[src/rtl/ps2_frame_receiver.sv]
// PS/2 device-to-host frame receiver: glitch-filtered clock, 11-bit frame check, inactivity timeout, show-ahead FIFO.
// Optional odd-parity enforcement is built only when PS2_PARITY_CHECK_EN is defined.
//
// state  | meaning
// IDLE   | waiting for a start bit (falling edge with data low)
// DATA   | shifting in 8 data bits, LSB first
// PARITY | next falling edge captures the parity bit
// STOP   | next falling edge evaluates the frame, then back to IDLE
module ps2_frame_receiver #(
   parameter int FILTER_LEN     = 4,
   parameter int TIMEOUT_CYCLES = 20000,
   parameter int FIFO_DEPTH     = 4
) (
   input  logic                               clk,
   input  logic                               rst,
   input  logic                               ps2_clk,
   input  logic                               ps2_data,
   output logic [7:0]                         rx_data,
   output logic                               rx_valid,
   input  logic                               rx_ready,
   output logic [$clog2(FIFO_DEPTH+1)-1:0]    rx_level,
   output logic                               rx_parity_err,
   output logic                               rx_frame_err,
   output logic                               rx_overflow,
   output logic                               rx_timeout
);

   localparam int FCW = $clog2(FILTER_LEN + 1);
   localparam int TCW = $clog2(TIMEOUT_CYCLES + 1);
   localparam int PW  = $clog2(FIFO_DEPTH);
   localparam int LW  = $clog2(FIFO_DEPTH + 1);

   typedef enum logic [1:0] {
      IDLE   = 2'd0,
      DATA   = 2'd1,
      PARITY = 2'd2,
      STOP   = 2'd3
   } state_t;

   state_t           state;
   state_t           state_nx;

   logic             clk_meta;
   logic             clk_sync;
   logic             data_meta;
   logic             data_sync;
   logic [FCW-1:0]   filt_cnt;
   logic             clk_filt;
   logic             clk_filt_d;
   logic             fall;

   logic [2:0]       bit_cnt;
   logic [7:0]       shreg;
   logic [TCW-1:0]   tcnt;
   logic             timeout_hit;

   logic             bit_clr;
   logic             shift_en;
   logic             push;
   logic             pop;
   logic             full;
   logic             frame_err_nx;
   logic             overflow_nx;
   logic             timeout_nx;

   logic [7:0]       mem [FIFO_DEPTH];
   logic [PW-1:0]    wr_ptr;
   logic [PW-1:0]    rd_ptr;
   logic [LW-1:0]    count;

   // Input synchronisers idle high, matching an undriven PS/2 bus.
   always_ff @(posedge clk or posedge rst) begin
      if (rst) begin
         clk_meta  <= 1'b1;
         clk_sync  <= 1'b1;
         data_meta <= 1'b1;
         data_sync <= 1'b1;
      end else begin
         clk_meta  <= ps2_clk;
         clk_sync  <= clk_meta;
         data_meta <= ps2_data;
         data_sync <= data_meta;
      end
   end

   always_ff @(posedge clk or posedge rst) begin
      if (rst) begin
         filt_cnt   <= '0;
         clk_filt   <= 1'b1;
         clk_filt_d <= 1'b1;
         fall       <= 1'b0;
      end else begin
         clk_filt_d <= clk_filt;
         fall       <= clk_filt_d & ~clk_filt;
         if (clk_sync == clk_filt) begin
            filt_cnt <= '0;
         end else if (filt_cnt == FCW'(FILTER_LEN - 1)) begin
            clk_filt <= clk_sync;
            filt_cnt <= '0;
         end else begin
            filt_cnt <= filt_cnt + FCW'(1);
         end
      end
   end

   // A falling edge in the same cycle as the terminal count wins: the frame is still alive.
   assign timeout_hit = (state != IDLE) && !fall && (tcnt == TCW'(TIMEOUT_CYCLES - 1));

   assign full = (count == LW'(FIFO_DEPTH));
   assign pop  = rx_valid & rx_ready;

`ifdef PS2_PARITY_CHECK_EN
   logic par_bit;
   logic par_en;
   logic parity_bad;
   logic parity_err_nx;

   assign parity_bad = ~(^{shreg, par_bit});

   always_ff @(posedge clk or posedge rst) begin
      if (rst) begin
         par_bit       <= 1'b0;
         rx_parity_err <= 1'b0;
      end else begin
         if (par_en) begin
            par_bit <= data_sync;
         end
         rx_parity_err <= parity_err_nx;
      end
   end
`else
   assign rx_parity_err = 1'b0;
`endif

   always_ff @(posedge clk or posedge rst) begin
      if (rst) begin
         state <= IDLE;
      end else begin
         state <= state_nx;
      end
   end

   always_comb begin
      state_nx      = state;
      bit_clr       = 1'b0;
      shift_en      = 1'b0;
      push          = 1'b0;
      frame_err_nx  = 1'b0;
      overflow_nx   = 1'b0;
      timeout_nx    = 1'b0;
`ifdef PS2_PARITY_CHECK_EN
      par_en        = 1'b0;
      parity_err_nx = 1'b0;
`endif
      if (timeout_hit) begin
         state_nx   = IDLE;
         timeout_nx = 1'b1;
      end else if (fall) begin
         case (state)
            IDLE: begin
               if (!data_sync) begin
                  state_nx = DATA;
                  bit_clr  = 1'b1;
               end
            end
            DATA: begin
               shift_en = 1'b1;
               if (bit_cnt == 3'd7) begin
                  state_nx = PARITY;
               end
            end
            PARITY: begin
`ifdef PS2_PARITY_CHECK_EN
               par_en   = 1'b1;
`endif
               state_nx = STOP;
            end
            STOP: begin
               state_nx = IDLE;
               if (!data_sync) begin
                  frame_err_nx = 1'b1;
`ifdef PS2_PARITY_CHECK_EN
               end else if (parity_bad) begin
                  parity_err_nx = 1'b1;
`endif
               end else if (full && !pop) begin
                  overflow_nx = 1'b1;
               end else begin
                  push = 1'b1;
               end
            end
            default: state_nx = IDLE;
         endcase
      end
   end

   always_ff @(posedge clk or posedge rst) begin
      if (rst) begin
         bit_cnt      <= '0;
         shreg        <= '0;
         tcnt         <= '0;
         rx_frame_err <= 1'b0;
         rx_overflow  <= 1'b0;
         rx_timeout   <= 1'b0;
      end else begin
         if (bit_clr) begin
            bit_cnt <= '0;
         end else if (shift_en) begin
            bit_cnt <= bit_cnt + 3'd1;
            shreg   <= {data_sync, shreg[7:1]};
         end
         if (fall || timeout_hit || state == IDLE) begin
            tcnt <= '0;
         end else begin
            tcnt <= tcnt + TCW'(1);
         end
         rx_frame_err <= frame_err_nx;
         rx_overflow  <= overflow_nx;
         rx_timeout   <= timeout_nx;
      end
   end

   // Storage needs no reset; the head is masked while the FIFO is empty.
   always_ff @(posedge clk) begin
      if (push) begin
         mem[wr_ptr] <= shreg;
      end
   end

   always_ff @(posedge clk or posedge rst) begin
      if (rst) begin
         wr_ptr <= '0;
         rd_ptr <= '0;
         count  <= '0;
      end else begin
         if (push) begin
            wr_ptr <= wr_ptr + PW'(1);
         end
         if (pop) begin
            rd_ptr <= rd_ptr + PW'(1);
         end
         case ({push, pop})
            2'b10:   count <= count + LW'(1);
            2'b01:   count <= count - LW'(1);
            default: count <= count;
         endcase
      end
   end

   assign rx_valid = (count != '0);
   assign rx_level = count;
   assign rx_data  = rx_valid ? mem[rd_ptr] : 8'h00;

endmodule
[config.mk]
export PLATFORM = sky130hd
export DESIGN_NAME = ps2_frame_receiver
export DESIGN_NICKNAME = d
export VERILOG_FILES = /design/src/rtl/ps2_frame_receiver.sv
export SDC_FILE = /design/constraint.sdc
export NUM_CORES = 1
export LEC_CHECK = 0
export BUFFER_PORTS_ARGS = -buffer_cell sky130_fd_sc_hd__buf_4
export CORE_ASPECT_RATIO = 0.9
export CORE_MARGIN = 5
export CORE_UTILIZATION = 45
export CTS_BUF_LIST = sky130_fd_sc_hd__clkbuf_4 sky130_fd_sc_hd__clkbuf_8
export CTS_CLUSTER_DIAMETER = 100
export CTS_CLUSTER_SIZE = 25
export DETAILED_ROUTE_END_ITERATION = 7
export HOLD_SLACK_MARGIN = 0.15
export SYNTH_ARGS = -nofsm -noshare
export SYNTH_HDL_FRONTEND = slang
export SYNTH_SLANG_ARGS = --single-unit
export TNS_END_PERCENT = 30
[constraint.sdc]
create_clock -name clk -period 6.45 [get_ports clk]
set_input_delay 1.935 -clock clk [delete_from_list [all_inputs] [get_ports clk]]
set_output_delay 1.935 -clock clk [all_outputs]
set_load 0.005 [all_outputs]
==> flow_metrics.env <==
export IMPL_drive_gt1_share_pct=24.07
export IMPL_die_width_um=102.7
export IMPL_clockBufferDepth=2
export IMPL_holdPathStages=0
export IMPL_ff_latch_area_sq_um=2170
export IMPL_post_route_period_util_pct=60.57
export IMPL_drt_vias_per_instance=5.014
export IMPL_place_detailed_hpwl_mm=3.502
export IMPL_diodes=0
export IMPL_grt_max_degree=49
export IMPL_path_clk_slew_ns=0.08
export IMPL_grtUsageTotal_pct=13.22
export IMPL_cts_sinks=80
export IMPL_holdWs_ns=0.3608
export IMPL_slew_headroom_pct=33.62
export IMPL_first_pass_iters=4
export IMPL_synth_edf_count=32
export IMPL_nets=284
export IMPL_gp_congestion=0.6987
export IMPL_num_io_pins=21
export IMPL_ir_drop_v=0.0002028
export IMPL_hold_class="flop to flop"
export IMPL_wire_per_inst_um=14.99
export IMPL_antenna_found_initial=0
export IMPL_synthArstFlopShare_pct=60.00
export IMPL_fin_skew_ns=0.005764
export IMPL_fp_coreArea_sq_um=7545
export IMPL_syn_to_final_growth_pct=11.31
export IMPL_io_buffers=19
export IMPL_crit_arrival_ns=1.97
export IMPL_ctsHtreeMaxLevel=3
export IMPL_reg2regPathDepth=9
export IMPL_wirelength_mm=5.487
export IMPL_grt_pass1_vias=1912
export IMPL_drt_initial_drc_count=70
export IMPL_drcViolationCount=0
export IMPL_cp_slowest_stage_delay_ns=0.74
export IMPL_rr_startpoint="rx_level[0]"
export IMPL_drv_cap=0
export IMPL_cts_buffers_inserted=9
export IMPL_hold_violations=0
export IMPL_placed_cells=350
export IMPL_initial_core_util_pct=46.17
export IMPL_clock_fmax_ghz=0.2560
export IMPL_ys_types=42
export IMPL_leakage_nw=1.630
export IMPL_placed_area_sq_um=3679
export IMPL_rsz0062_at_grt="false"
export IMPL_p_per_area_nw_per_um2=390.8
export IMPL_path_class="flop to output port"
export IMPL_min_period_ns=3.907
export IMPL_dr_total_vias=1835
export IMPL_worstPathMaxFanout=10
export IMPL_die_area_sq_um=9603
export IMPL_fp_dieH_um=93.47
export IMPL_fin_cells=366
export IMPL_post_cts_buffers=0
export IMPL_avgSynthCellArea_sq_um=14.28
export IMPL_clk_latency_ns=0.34
export IMPL_multiInputGateArea_sq_um=1205
export IMPL_grt_overflow=0
export IMPL_synthFlopType="dfrtp_1"
export IMPL_cts_root_buf="clkbuf_8"
export IMPL_tightest_slew_ns=0.9942
export IMPL_ant_nets=0
export IMPL_n_fill_cell=651
export IMPL_synthCells=244
export IMPL_cts_tree="built"
export IMPL_final_cell_area_sq_um=3877
export IMPL_status="complete, no violations"
export IMPL_synth_area_sq_um=3483
export IMPL_crit_reg2reg_capture="rx_level[2]"
export IMPL_cp_start_kind="flop"
export IMPL_yosys_warnings=0
export IMPL_hold_path_end="clk_sync"
export IMPL_mostFrequentLayoutCells="dfrtp_1 (42), edfxtp_1 (32), nor2_1 (19), buf_4 (19), xor2_1 (14)"
export IMPL_worstHoldStart="clk_meta"
export IMPL_critPathCaptureType="output port"
export IMPL_synth_seq_cells=80
export IMPL_slew_viol_final=0
export IMPL_setup_viol=0
export IMPL_grt_pass1_wl_mm=9.432
export IMPL_worst_ep_required_time_ns=4.51
export IMPL_seq_area_frac_synth_pct=62.28
export IMPL_syn_num_nets=263
export IMPL_slowest_stage="dfrtp_1"
export IMPL_final_common_cell="dfrtp_1"
export IMPL_ctsHoldBuffers=0
export IMPL_postCtsResizedCells=0
export IMPL_rows=30
export IMPL_tns_ns=0
export IMPL_worst_r2r_setup_slack_ns=4.08
export IMPL_crit_chain="mux4_2 > and2_1 > buf_4"
==> worst max path at each step <==
stage | startpoint | to | slack, ns | cells after the start
2_1_floorplan | rx_ready | rx_level[2] | 2.69 | 10
3_3_place_gp | rx_ready | rx_level[2] | 2.57 | 10
3_5_place_dp | rx_ready | rx_level[2] | 2.52 | 10
4_1_cts | rd_ptr[0] | rx_data[7] | 2.49 | 3
5_1_grt | rd_ptr[0] | rx_data[6] | 2.39 | 3
6_report | rd_ptr[0] | rx_data[7] | 2.54 | 3
==> cells in the mapped netlist (2+ instances only) <==
library cell	instances	area share [%]
nand4_1	4	0.72
a22o_1	2	0.50
and3_1	3	0.54
ha_1	13	4.7
nor2b_1	5	0.90
or3_1	2	0.36
o21ai_0	5	0.72
and2_1	13	2.3
nand2_1	11	1.2
buf_2	3	0.43
dfstp_2	6	4.5
mux4_2	8	5.2
nor2_1	19	2.0
edfxtp_1	32	28
mux2i_1	2	0.57
buf_6	3	0.97
nor3b_1	2	0.43
and4_1	2	0.50
xor2_1	14	3.5
nand3_1	9	1.3
buf_4	2	0.43
mux2_2	9	2.9
dfrtp_1	42	30
inv_1	11	1.2
xnor2_1	5	1.3
==> routing by layer <==
metal | track usage (%) | part of all wire [%] | up-vias
li1 | - | - | 904
met1 | 17.33 | 46 | 896
met2 | 20.38 | 48 | 28
met3 | 4.922 | 4.6 | 7
met4 | 4.207 | 0.93 | 0
met5 | 0 | 0 | -
==> sequential cells by signal, indices dropped and copies added (netlist names) <==
register and count:
mem 32, tcnt 15, shreg 8, bit_cnt 3, filt_cnt 3, rx_level 3
rd_ptr 2, state 2, wr_ptr 2, clk_filt 1, clk_filt_d 1, clk_meta 1
clk_sync 1, data_meta 1, data_sync 1, fall 1, rx_frame_err 1, rx_overflow 1
rx_timeout 1
==> critical path: cells and delay by family, from the launching register on <==
family                 cells  cell delay, ns
and+or+nand+nor            1            0.17
DFF                        1            0.74
muxes                      1            0.59
buffers and inverters      1            0.13
==> power by group <==
group          internal (mW)  switching (mW)
Sequential             0.632           0.104
Combinational          0.230           0.184
Clock                  0.184           0.181
==> cell families (layout without fill, tap and decap cells) <==
| family | Yosys count | after routing | synth area share (%) |
|---|---|---|---|
| AO/OA/AOI/OAI | 13 | 13 | 2.909 |
| other | 1 | 1 | 0.1077 |
| flip-flops | 80 | 80 | 62.28 |
| adder cells (fa/ha/maj) | 14 | 14 | 5.244 |
| buffers and inverters | 20 | 46 | 3.125 |
| XOR/XNOR | 19 | 19 | 4.777 |
| multiplexers | 19 | 19 | 8.657 |
| AND/OR/NAND/NOR | 78 | 78 | 12.90 |
==> area by class of cell <==
cell class,count,area share (%)
sequential,80,55.95
multi-input combinational,144,31.07
timing repair buffer,19,3.679
clock buffer,10,3.388
tap,96,3.098
clock inverter,6,1.742
inverter,11,1.065
==> through the flow <==
step	util, %	total power [mW]	setup slack [ns]
floorplan	-	1.038	2.689
global placement	48.76	1.158	2.568
detailed placement	48.76	1.172	2.519
CTS	51.39	1.542	2.487
global route	51.39	1.623	2.392
finish	51.39	1.515	2.543
Power figures use the tool's default switching activity.
